File: src/rtl/alu_dispatch.sv
// rtl/alu_dispatch.sv - micro-op dispatch/writeback stage driving the ALU and its register file
module alu_dispatch #(
    parameter int unsigned ALU_LAT = 1
) (
    input  logic       clk,
    input  logic       rst,
    input  logic       uop_valid,
    output logic       uop_ready,
    input  logic [7:0] uop_op,
    input  logic [2:0] uop_dst,
    input  logic [2:0] uop_src1,
    input  logic [2:0] uop_src2,
    input  logic       uop_imm_en,
    input  logic [7:0] uop_imm,
    input  logic       uop_wide,
    input  logic       uop_setf,
    output logic       alu_enable,
    output logic [7:0] alu_operation,
    output logic [7:0] alu_op1,
    output logic [7:0] alu_op2,
    output logic       alu_cpu_carry,
    input  logic [7:0] alu_result_l,
    input  logic [7:0] alu_result_h,
    input  logic       alu_carry,
    input  logic       alu_zero,
    input  logic       alu_sign,
    output logic [2:0] flags,
    output logic       done,
    input  logic       dbg_wr_en,
    input  logic [2:0] dbg_wr_addr,
    input  logic [7:0] dbg_wr_data,
    input  logic [2:0] dbg_rd_addr,
    output logic [7:0] dbg_rd_data
);

    typedef enum logic [1:0] {S_IDLE, S_ISSUE, S_WAIT, S_WRITE} state_t;

    state_t     state;
    state_t     state_next;
    logic [7:0] regs [8];
    logic [3:0] wait_cnt;
    logic [2:0] dst_q;
    logic       wide_q;
    logic       setf_q;
    logic       dbg_we;
    logic       accept;
    logic [7:0] src1_val;
    logic [7:0] src2_val;

    assign dbg_we        = dbg_wr_en && (state == S_IDLE);
    assign accept        = uop_valid && uop_ready;
    assign alu_cpu_carry = flags[0];
    assign dbg_rd_data   = regs[dbg_rd_addr];

    // Operands are captured on the accepting edge so they are stable for the
    // whole enable cycle; a same-cycle preload is forwarded into them.
    always_comb begin
        src1_val = regs[uop_src1];
        src2_val = regs[uop_src2];
        if (dbg_we && (dbg_wr_addr == uop_src1)) src1_val = dbg_wr_data;
        if (dbg_we && (dbg_wr_addr == uop_src2)) src2_val = dbg_wr_data;
    end

    always_comb begin
        state_next = state;
        uop_ready  = 1'b0;
        alu_enable = 1'b0;
        done       = 1'b0;
        case (state)
            S_IDLE: begin
                uop_ready = rst;
                if (uop_valid && rst) state_next = S_ISSUE;
            end
            S_ISSUE: begin
                alu_enable = rst;
                state_next = (ALU_LAT == 1) ? S_WRITE : S_WAIT;
            end
            S_WAIT: begin
                if (wait_cnt == 4'd1) state_next = S_WRITE;
            end
            S_WRITE: begin
                done       = rst;
                state_next = S_IDLE;
            end
            default: state_next = S_IDLE;
        endcase
    end

    always_ff @(posedge clk) begin
        if (!rst) begin
            state         <= S_IDLE;
            for (int i = 0; i < 8; i++) regs[i] <= '0;
            flags         <= '0;
            alu_operation <= '0;
            alu_op1       <= '0;
            alu_op2       <= '0;
            wait_cnt      <= '0;
            dst_q         <= '0;
            wide_q        <= 1'b0;
            setf_q        <= 1'b0;
        end else begin
            state <= state_next;
            if (dbg_we) regs[dbg_wr_addr] <= dbg_wr_data;
            if (accept) begin
                alu_operation <= uop_op;
                alu_op1       <= src1_val;
                alu_op2       <= uop_imm_en ? uop_imm : src2_val;
                dst_q         <= uop_dst;
                wide_q        <= uop_wide;
                setf_q        <= uop_setf;
            end
            if (state == S_ISSUE) wait_cnt <= 4'(ALU_LAT - 1);
            else if (state == S_WAIT) wait_cnt <= wait_cnt - 4'd1;
            if (state == S_WRITE) begin
                regs[dst_q] <= alu_result_l;
                // Wide results spill into the next register, r7 wrapping to r0.
                if (wide_q) regs[dst_q + 3'd1] <= alu_result_h;
                if (setf_q) flags <= {alu_sign, alu_zero, alu_carry};
            end
        end
    end

endmodule
File: config.mk
export PLATFORM = sky130hd
export DESIGN_NAME = alu_dispatch
export DESIGN_NICKNAME = d
export VERILOG_FILES = /design/src/rtl/alu_dispatch.sv
export SDC_FILE = /design/constraint.sdc
export NUM_CORES = 1
export LEC_CHECK = 0
export BUFFER_PORTS_ARGS = -buffer_cell sky130_fd_sc_hd__buf_2
export CORE_MARGIN = 2
export CORE_UTILIZATION = 40
export DETAILED_ROUTE_END_ITERATION = 8
export HOLD_SLACK_MARGIN = 0.03
export PLACE_DENSITY = 0.64
export SETUP_SLACK_MARGIN = 0.02
export SYNTH_ARGS = -nofsm -noshare
export SYNTH_HDL_FRONTEND = slang
export SYNTH_SLANG_ARGS = --single-unit
File: constraint.sdc
create_clock -name clk -period 2.5 [get_ports clk]
set_input_delay 0.25 -clock clk [delete_from_list [all_inputs] [get_ports clk]]
set_output_delay 0.25 -clock clk [all_outputs]
set_load 0.005 [all_outputs]
==> impl_metrics.py, run 1 <==
metrics = {
    "drt": {
        "remaining_drcs": 0,
        "met3WireLength_mm": 1.84,
        "drt-pass1-iter-count": 6,
        "route.antenna.remaining_nets": 0,
        "route.met2.wl_mm": 9.26,
        "detail_route.vias_per_cell": 5.88,
        "maxUsedRoutingLayer": "met4",
        "wirelength_met1_mm": 8.00,
        "detail_route.wl_per_cell_um": 21.9,
        "drt-initial-drc-count": 614,
        "num_vias": 5340,
        "routed_wl_mm": 19.9,
    },
    "floorplan": {
        "placementRows": 46,
        "overall_die_width_um": 130,
        "coreArea_mm2": 0.0157,
        "dieHeight_um": 130,
        "floorplan.io_pins": 104,
        "floorplan.initialDensity": 0.404,
        "design.die.area_mm2": 0.0169,
    },
    "logic_synthesis": {
        "async_reset_ff_frac": 0,
        "syn_avg_cell_area_um2": 10.9,
        "post_synth_inst_count": 583,
        "yosys_register_bits": 102,
        "synth_nets": 655,
        "postSynth.topFlopCell": "sky130_fd_sc_hd__edfxtp_1",
        "synthesis.area_mm2": 0.00635,
        "synth_cell_type_count": 58,
        "synth_seq_area_share": 0.423,
        "ys.warnings.count": 0,
        "synth-edff-count": 64,
    },
    "power_and_ir_drop": {
        "p_sw_frac": 0.316,
        "power_frac_seq": 0.439,
        "power-per-cell-area_mw_per_mm2": 646,
        "clkPwrFrac": 0.314,
        "power.static_leakage_nw": 3.02,
        "comb_power_share": 0.247,
        "p_switching_mw": 1.52,
        "vdd_drop_max_uv": 431,
        "cellInternalPower_mw": 3.29,
    },
    "setup_path": {
        "cpMaxStageDelayCell": "sky130_fd_sc_hd__nand3b_1",
        "crit-reg2reg-capture": "regs[2][6]$_DFFE_PP_",
        "crit_chain": "inv_1 -> ha_1 -> nand2_2 -> nor3_1 -> o21a_1 -> nand2_1 -> nand3b_1",
        "worst-path-max-fanout": 9,
        "crit_path_max_incr_delay_ns": 0.36,
        "r2r_setup_slack_ns": 0.20,
        "setup.worst_path.class": "flip-flop to flip-flop",
        "critical_path_required_ns": 2.53,
        "worstSetupStartpointType": "flip-flop",
        "number_of_cells_on_the_worst_reg_to_reg_path": 7,
        "worstPathArrival_ns": 2.32,
        "endpoint_kind": "flip-flop",
        "crit-reg2reg-launch": "state[0]$_SDFFE_PN0P_",
    },
    "timing": {
        "hold_viol": 0,
        "fin_skew_ns": 0.00929,
        "finalSetupViolations": 0,
        "unrepaired_setup_endpoints_after_global_routing": "no",
        "final.min_clock_period_ns": 2.30,
        "fmaxAchievable_mhz": 435,
        "final-max-slew-violation-count": 0,
        "setup_tns_ns": 0,
        "timing_worst_slew_pin_value_ns": 0.646,
        "holdWs_ns": 0.0667,
        "final_min_period_over_clock_period": 0.919,
        "max_slew_margin": 0.569,
    },
    "place": {
        "port_buffer_cells": 103,
        "place_congestion": 0.932,
        "dpl.hpwl_mm": 15.0,
        "dpl-instance-area_mm2": 0.00714,
    },
    "grt": {
        "globalRoute.totalOverflow": 0,
        "grt_first_pass_wirelength_mm": 30.1,
        "first_global_vias": 5071,
        "largest_net_degree_at_the_start_of_global_routing": 20,
        "global_route.usage.total": 0.242,
        "antenna_found_initial": 0,
    },
    "clock_network": {
        "cts_setup_buffers": 0,
        "holdBufCountCts": 0,
        "clock_tree.root_cell": "sky130_fd_sc_hd__clkbuf_16",
        "tritoncts_clock_tree": "done",
        "clock_tree.buffer_depth": 2,
        "clkTransAtPathRegs_ns": 0.07,
        "h-tree-depth": 3,
        "cts.sink_count": 102,
        "clkLatencyLatePin_ns": 0.37,
        "postCtsResizedCells": 0,
        "tritoncts.num_buffers": 9,
    },
    "worst_hold_path": {
        "worst_hold_path_stage_count": 3,
        "holdCritStartpoint": "uop_dst[2]",
        "hp-class": "primary input to flip-flop",
        "worst_hold_path.endpoint": "dst_q[2]$_SDFFE_PN0P_",
    },
    "final_layout": {
        "nets": 759,
        "antennaDiodeCount": 0,
        "post_route_cells_drive_above_1_share": 0.314,
        "layout-area-overhead-vs-synth_pct": 17.4,
        "total_non_filler_cell_area_in_the_finished_layout_mm2": 0.00745,
    },
    "job": {
        "max_cap_violations": 0,
    },
    "run_status": {
        "status": "completed",
    },
}
## routing by layer
| metal | vias up | GRT usage |
|---|---|---|
| met5 | - | 0 |
| met4 | 0 | 0.107 |
| met3 | 57 | 0.0213 |
| met2 | 325 | 0.394 |
| met1 | 2551 | 0.333 |
| li1 | 2407 | - |
## stage by stage
stage | setup slack (ns) | instances | power [mW] | util
after global routing | 0.0642 | 908 | 5.01 | 0.474
after floorplan | 0.383 | 583 | 2.86 | -
after detailed placement | 0.263 | 892 | 3.32 | 0.455
final | 0.203 | 908 | 4.81 | 0.474
after global placement | 0.388 | 892 | 3.28 | 0.455
after CTS | 0.264 | 908 | 4.80 | 0.474
## layout by cell type (no fill, tap or decap), types with 3 or more instances in the layout
cell / synthesis / final
sky130_fd_sc_hd__nand3_1: 18 / 18
sky130_fd_sc_hd__nand3b_1: 8 / 8
sky130_fd_sc_hd__o31ai_1: 10 / 10
sky130_fd_sc_hd__xnor2_1: 4 / 4
sky130_fd_sc_hd__clkbuf_16: 0 / 9
sky130_fd_sc_hd__inv_1: 8 / 8
sky130_fd_sc_hd__ha_1: 7 / 7
sky130_fd_sc_hd__edfxtp_1: 64 / 64
sky130_fd_sc_hd__mux2_2: 24 / 24
sky130_fd_sc_hd__o21ai_0: 74 / 74
sky130_fd_sc_hd__a21boi_0: 3 / 3
sky130_fd_sc_hd__o22ai_1: 8 / 8
sky130_fd_sc_hd__nand2b_1: 13 / 13
sky130_fd_sc_hd__nor2_2: 3 / 3
sky130_fd_sc_hd__a22o_1: 8 / 8
sky130_fd_sc_hd__a32o_1: 8 / 8
sky130_fd_sc_hd__xor2_1: 6 / 6
sky130_fd_sc_hd__buf_4: 1 / 34
sky130_fd_sc_hd__buf_2: 12 / 103
sky130_fd_sc_hd__a31oi_1: 8 / 8
sky130_fd_sc_hd__nor2b_1: 12 / 12
sky130_fd_sc_hd__dfxtp_1: 38 / 38
sky130_fd_sc_hd__mux4_1: 14 / 14
sky130_fd_sc_hd__mux2i_1: 17 / 17
sky130_fd_sc_hd__inv_6: 0 / 3
sky130_fd_sc_hd__nor2_1: 10 / 10
sky130_fd_sc_hd__and2_1: 3 / 3
sky130_fd_sc_hd__mux4_2: 26 / 26
sky130_fd_sc_hd__nand2_1: 108 / 108
sky130_fd_sc_hd__a21oi_1: 9 / 9
## registers in the layout, summed over array words and instances, names as in the netlist
register,count
alu_op1,8
alu_op2,8
alu_operation,8
dst_q,3
flags,3
regs,64
setf_q,1
state,2
wait_cnt,4
wide_q,1
## kinds of logic (layout without fill, tap and decap cells)
family          count (synthesis)  after routing  share of synthesized area
compound gates                138            138                      0.137
xor+xnor                       10             10                     0.0138
fa+ha+maj                       7              7                     0.0138
buf+inv                        53            162                     0.0465
flops                         102            102                      0.423
mux                            81             81                      0.220
simple gates                  192            192                      0.147
## layout make-up
class / instances / area, um^2
fill: 1432 / 8260
tap: 216 / 270
clock buffer: 9 / 225
timing repair buffer: 138 / 791
inverter: 8 / 30.0
multi-input combinational: 428 / 3370
sequential: 102 / 2680
clock inverter: 7 / 86.3
## synth_stat cells (2+ instances only)
| cell | number | area (um^2) |
|---|---|---|
| sky130_fd_sc_hd__a21boi_0 | 3 | 22.5 |
| sky130_fd_sc_hd__a21oi_1 | 9 | 45.0 |
| sky130_fd_sc_hd__a22o_1 | 8 | 70.1 |
| sky130_fd_sc_hd__a31oi_1 | 8 | 50.1 |
| sky130_fd_sc_hd__a32o_1 | 8 | 80.1 |
| sky130_fd_sc_hd__and2_1 | 3 | 18.8 |
| sky130_fd_sc_hd__buf_1 | 2 | 7.51 |
| sky130_fd_sc_hd__buf_2 | 12 | 60.1 |
| sky130_fd_sc_hd__buf_6 | 8 | 90.1 |
| sky130_fd_sc_hd__clkbuf_1 | 20 | 75.1 |
| sky130_fd_sc_hd__dfxtp_1 | 38 | 761 |
| sky130_fd_sc_hd__edfxtp_1 | 64 | 1920 |
| sky130_fd_sc_hd__ha_1 | 7 | 87.6 |
| sky130_fd_sc_hd__inv_1 | 8 | 30.0 |
| sky130_fd_sc_hd__mux2_2 | 24 | 270 |
| sky130_fd_sc_hd__mux2i_1 | 17 | 170 |
| sky130_fd_sc_hd__mux4_1 | 14 | 368 |
| sky130_fd_sc_hd__mux4_2 | 26 | 586 |
| sky130_fd_sc_hd__nand2_1 | 108 | 405 |
| sky130_fd_sc_hd__nand2b_1 | 13 | 81.3 |
| sky130_fd_sc_hd__nand3_1 | 18 | 90.1 |
| sky130_fd_sc_hd__nand3b_1 | 8 | 60.1 |
| sky130_fd_sc_hd__nor2_1 | 10 | 37.5 |
| sky130_fd_sc_hd__nor2_2 | 3 | 18.8 |
| sky130_fd_sc_hd__nor2b_1 | 12 | 75.1 |
| sky130_fd_sc_hd__nor3_1 | 2 | 10.0 |
| sky130_fd_sc_hd__o21ai_0 | 74 | 370 |
| sky130_fd_sc_hd__o22ai_1 | 8 | 50.1 |
| sky130_fd_sc_hd__o31ai_1 | 10 | 75.1 |
| sky130_fd_sc_hd__or3_1 | 2 | 12.5 |
| sky130_fd_sc_hd__xnor2_1 | 4 | 35.0 |
| sky130_fd_sc_hd__xor2_1 | 6 | 52.6 |
## worst max-delay path: cells and delay by family (launching register included)
| family | cells | cell delay, ns |
|---|---|---|
| simple gates | 4 | 0.94 |
| flops | 1 | 0.34 |
| fa+ha+maj | 1 | 0.29 |
| compound gates | 1 | 0.29 |
| buf+inv | 1 | 0.09 |
## worst max path at each step
stage | startpoint | endpoint | slack, ns | depth (start not counted)
detailed placement | state[0]$_SDFFE_PN0P_ | regs[2][2]$_DFFE_PP_ | 0.26 | 7
finish | state[0]$_SDFFE_PN0P_ | regs[2][6]$_DFFE_PP_ | 0.20 | 7
global placement | state[0]$_SDFFE_PN0P_ | regs[3][1]$_DFFE_PP_ | 0.39 | 6
CTS | state[0]$_SDFFE_PN0P_ | regs[5][6]$_DFFE_PP_ | 0.26 | 7
floorplan | state[0]$_SDFFE_PN0P_ | regs[2][0]$_DFFE_PP_ | 0.38 | 7
global route | state[0]$_SDFFE_PN0P_ | regs[2][0]$_DFFE_PP_ | 0.06 | 7
## power groups by stage
stage                     Sequential, mW  Clock [mW]  Combinational, mW
after CTS                           2.11        1.51               1.18
after detailed placement            2.15           0               1.18
after global routing                2.13        1.58               1.29
after global placement              2.13           0               1.15
after floorplan                     2.09           0              0.773
final                               2.11        1.51               1.19
(Power assumes the default switching activity.)
==> run 2, diff against run 1 <==
--- a/config.mk
+++ b/config.mk
@@ -5,6 +5,7 @@
 export SDC_FILE = /design/constraint.sdc
 export NUM_CORES = 1
 export LEC_CHECK = 0
+export ABC_CLOCK_PERIOD_IN_PS = 2500
 export BUFFER_PORTS_ARGS = -buffer_cell sky130_fd_sc_hd__buf_2
 export CORE_MARGIN = 2
 export CORE_UTILIZATION = 40
==> constraint.sdc (replaced) <==
create_clock -name clk -period 2.5 [get_ports clk]
set_input_delay 0 -clock clk [delete_from_list [all_inputs] [get_ports clk]]
set_output_delay 0 -clock clk [all_outputs]
set_load 0.005 [all_outputs]
==> run 2 against run 1 <==
Against the previous run:
- register-to-register slack about the same
- via count rose by 1.3%
- flip-flop and latch count unchanged
- cell count increased by 2.5%
- critical endpoint is now regs[3][6]$_DFFE_PP_
- largest power group unchanged
- highest routed layer unchanged
==> impl_metrics.py, run 2 (synthesized netlist as in run 1, its figures left out) <==
metrics = {
    "run_status": {
        "status": "completed",
    },
    "place": {
        "dpl.hpwl_mm": 15.0,
        "port_buffer_cells": 103,
        "pre_cts_ws_ns": 0.273,
        "place_congestion": 0.913,
        "dpl-instance-area_mm2": 0.00712,
    },
    "final_layout": {
        "final_cell_mix": "108 x sky130_fd_sc_hd__nand2_1, 103 x sky130_fd_sc_hd__buf_2, 74 x sky130_fd_sc_hd__o21ai_0, 64 x sky130_fd_sc_hd__edfxtp_1, 38 x sky130_fd_sc_hd__dfxtp_1",
        "layout-area-overhead-vs-synth_pct": 20.4,
        "antennaDiodeCount": 0,
        "most_common_library_cell_in_the_layout_ignoring_fill_and_taps": "sky130_fd_sc_hd__nand2_1",
        "fillerInstances": 1422,
        "reg_with_most_ffs": "regs",
        "post_route_cells_drive_above_1_share": 0.302,
        "number_of_flip_flops_in_the_largest_register": 64,
        "total_non_filler_cell_area_in_the_finished_layout_mm2": 0.00764,
        "nets": 782,
    },
    "drt": {
        "drt-pass1-iter-count": 5,
        "num_vias": 5409,
        "drt-initial-drc-count": 593,
        "remaining_drcs": 0,
        "detail_route.vias_per_cell": 5.81,
        "route.antenna.remaining_nets": 0,
        "routed_wl_mm": 20.2,
        "detail_route.wl_per_cell_um": 21.7,
    },
    "timing": {
        "hold_viol": 0,
        "setup_slack_ns": 0.196,
        "timing_worst_slew_pin_value_ns": 0.700,
        "fin_skew_ns": 0.00824,
        "final-max-slew-violation-count": 0,
        "finalSetupViolations": 0,
        "max_slew_margin": 0.534,
        "fmaxAchievable_mhz": 434,
        "final.min_clock_period_ns": 2.30,
        "setup_tns_ns": 0,
        "unrepaired_setup_endpoints_after_global_routing": "no",
        "final_min_period_over_clock_period": 0.922,
    },
    "floorplan": {
        "overall_die_width_um": 130,
        "placementRows": 46,
        "floorplan.io_pins": 104,
        "dieHeight_um": 130,
        "design.die.area_mm2": 0.0169,
        "floorplan.initialDensity": 0.404,
        "coreArea_mm2": 0.0157,
    },
    "power_and_ir_drop": {
        "power-per-cell-area_mw_per_mm2": 615,
        "power.static_leakage_nw": 3.10,
        "vdd_drop_max_uv": 337,
    },
    "setup_path": {
        "worstSetupStartpoint": "state[0]$_SDFFE_PN0P_",
        "worstSetupStartpointType": "flip-flop",
        "crit_path_max_incr_delay_ns": 0.36,
        "cp_top_family": "simple AND/OR/NAND/NOR gates",
        "cpMaxStageDelayCell": "sky130_fd_sc_hd__nand3b_1",
        "setup.worst_path.class": "flip-flop to flip-flop",
        "worstPathArrival_ns": 2.32,
        "cp.buffers_inverters": 1,
        "crit-reg2reg-launch": "state[0]$_SDFFE_PN0P_",
        "crit_chain": "ha_1 -> buf_4 -> o21ai_0 -> and2_1 -> nand2_1 -> nand3b_1",
        "worst-path-max-fanout": 9,
        "critical_path_required_ns": 2.52,
        "endpoint_kind": "flip-flop",
    },
    "grt": {
        "grt_first_pass_wirelength_mm": 30.5,
        "first_global_vias": 5217,
        "largest_net_degree_at_the_start_of_global_routing": 28,
        "global_route.usage.total": 0.244,
        "globalRoute.totalOverflow": 0,
        "antenna_found_initial": 0,
    },
    "clock_network": {
        "clock_tree.buffer_depth": 2,
        "tritoncts.num_buffers": 9,
        "tritoncts_clock_tree": "done",
        "cts_setup_buffers": 0,
        "h-tree-depth": 3,
        "clock_tree.root_cell": "sky130_fd_sc_hd__clkbuf_16",
        "clkTransAtPathRegs_ns": 0.07,
        "clkLatencyLatePin_ns": 0.36,
        "postCtsResizedCells": 0,
        "cts.sink_count": 102,
    },
    "worst_hold_path": {
        "holdCritStartpoint": "dbg_wr_data[3]",
        "hp-class": "primary input to flip-flop",
    },
    "job": {
        "max_cap_violations": 0,
    },
}
[run 2: path summary, 6_finish.rpt]
| check | to | slack [ns] | cells after the start |
|---|---|---|---|
| worst max-delay path | regs[3][6]$_DFFE_PP_ | 0.20 | 6 |
| worst min-delay path | alu_op2[3]$_SDFFE_PN0P_ | 0.04 | 4 |
| worst max register to register | regs[3][6]$_DFFE_PP_ | 0.20 | 6 |
| worst min register to register | alu_operation[1]$_SDFFE_PN0P_ | 0.45 | 2 |
[run 2: worst reg2reg max path: cells and delay by family (launching register included)]
kind | cells | cell delay, ns
AND/OR/NAND/NOR | 3 | 0.88
flip-flops | 1 | 0.35
buffers and inverters | 1 | 0.19
AO/OA/AOI/OAI | 1 | 0.26
adder cells (fa/ha/maj) | 1 | 0.29
[run 2: area by class of cell]
| class | count | area, um^2 | area share |
|---|---|---|---|
| clock inverters | 7 | 53.8 | 0.00704 |
| well taps | 216 | 270 | 0.0354 |
| repair buffers | 161 | 1010 | 0.132 |
| multi-input cells | 428 | 3370 | 0.441 |
| clock buffers | 9 | 225 | 0.0295 |
| flip-flops and latches | 102 | 2680 | 0.351 |
| inverters | 8 | 30.0 | 0.00393 |
[run 2: through the flow]
stage	utilization	hold slack, ns	instances	total power, mW
after detailed placement	0.453	0.187	891	3.32
after floorplan	-	0.0989	583	2.86
after global placement	0.453	0.183	891	3.27
final	0.486	0.0383	931	4.70
after CTS	0.486	0.0314	931	4.69
after global routing	0.486	0.0632	931	4.90
[run 2: what timing repair did]
action,CTS,global route
endpoints found under the hold margin,24,0
hold buffers,24,0
endpoints found under the setup margin,0,0
[run 2: metal layers]
layer	vias to the layer above	part of all wire	wire, um	GRT usage
li1	2453	-	-	-
met1	2576	0.41	8290	0.331
met4	0	0.037	742	0.105
met3	56	0.087	1750	0.0459
met5	-	0	0	0
met2	324	0.47	9400	0.384
[run 2: power by group]
group          total, mW  internal [mW]  switching [mW]
sequential          2.12           1.97           0.149
combinational       1.22          0.545           0.675
clock               1.37          0.689           0.678
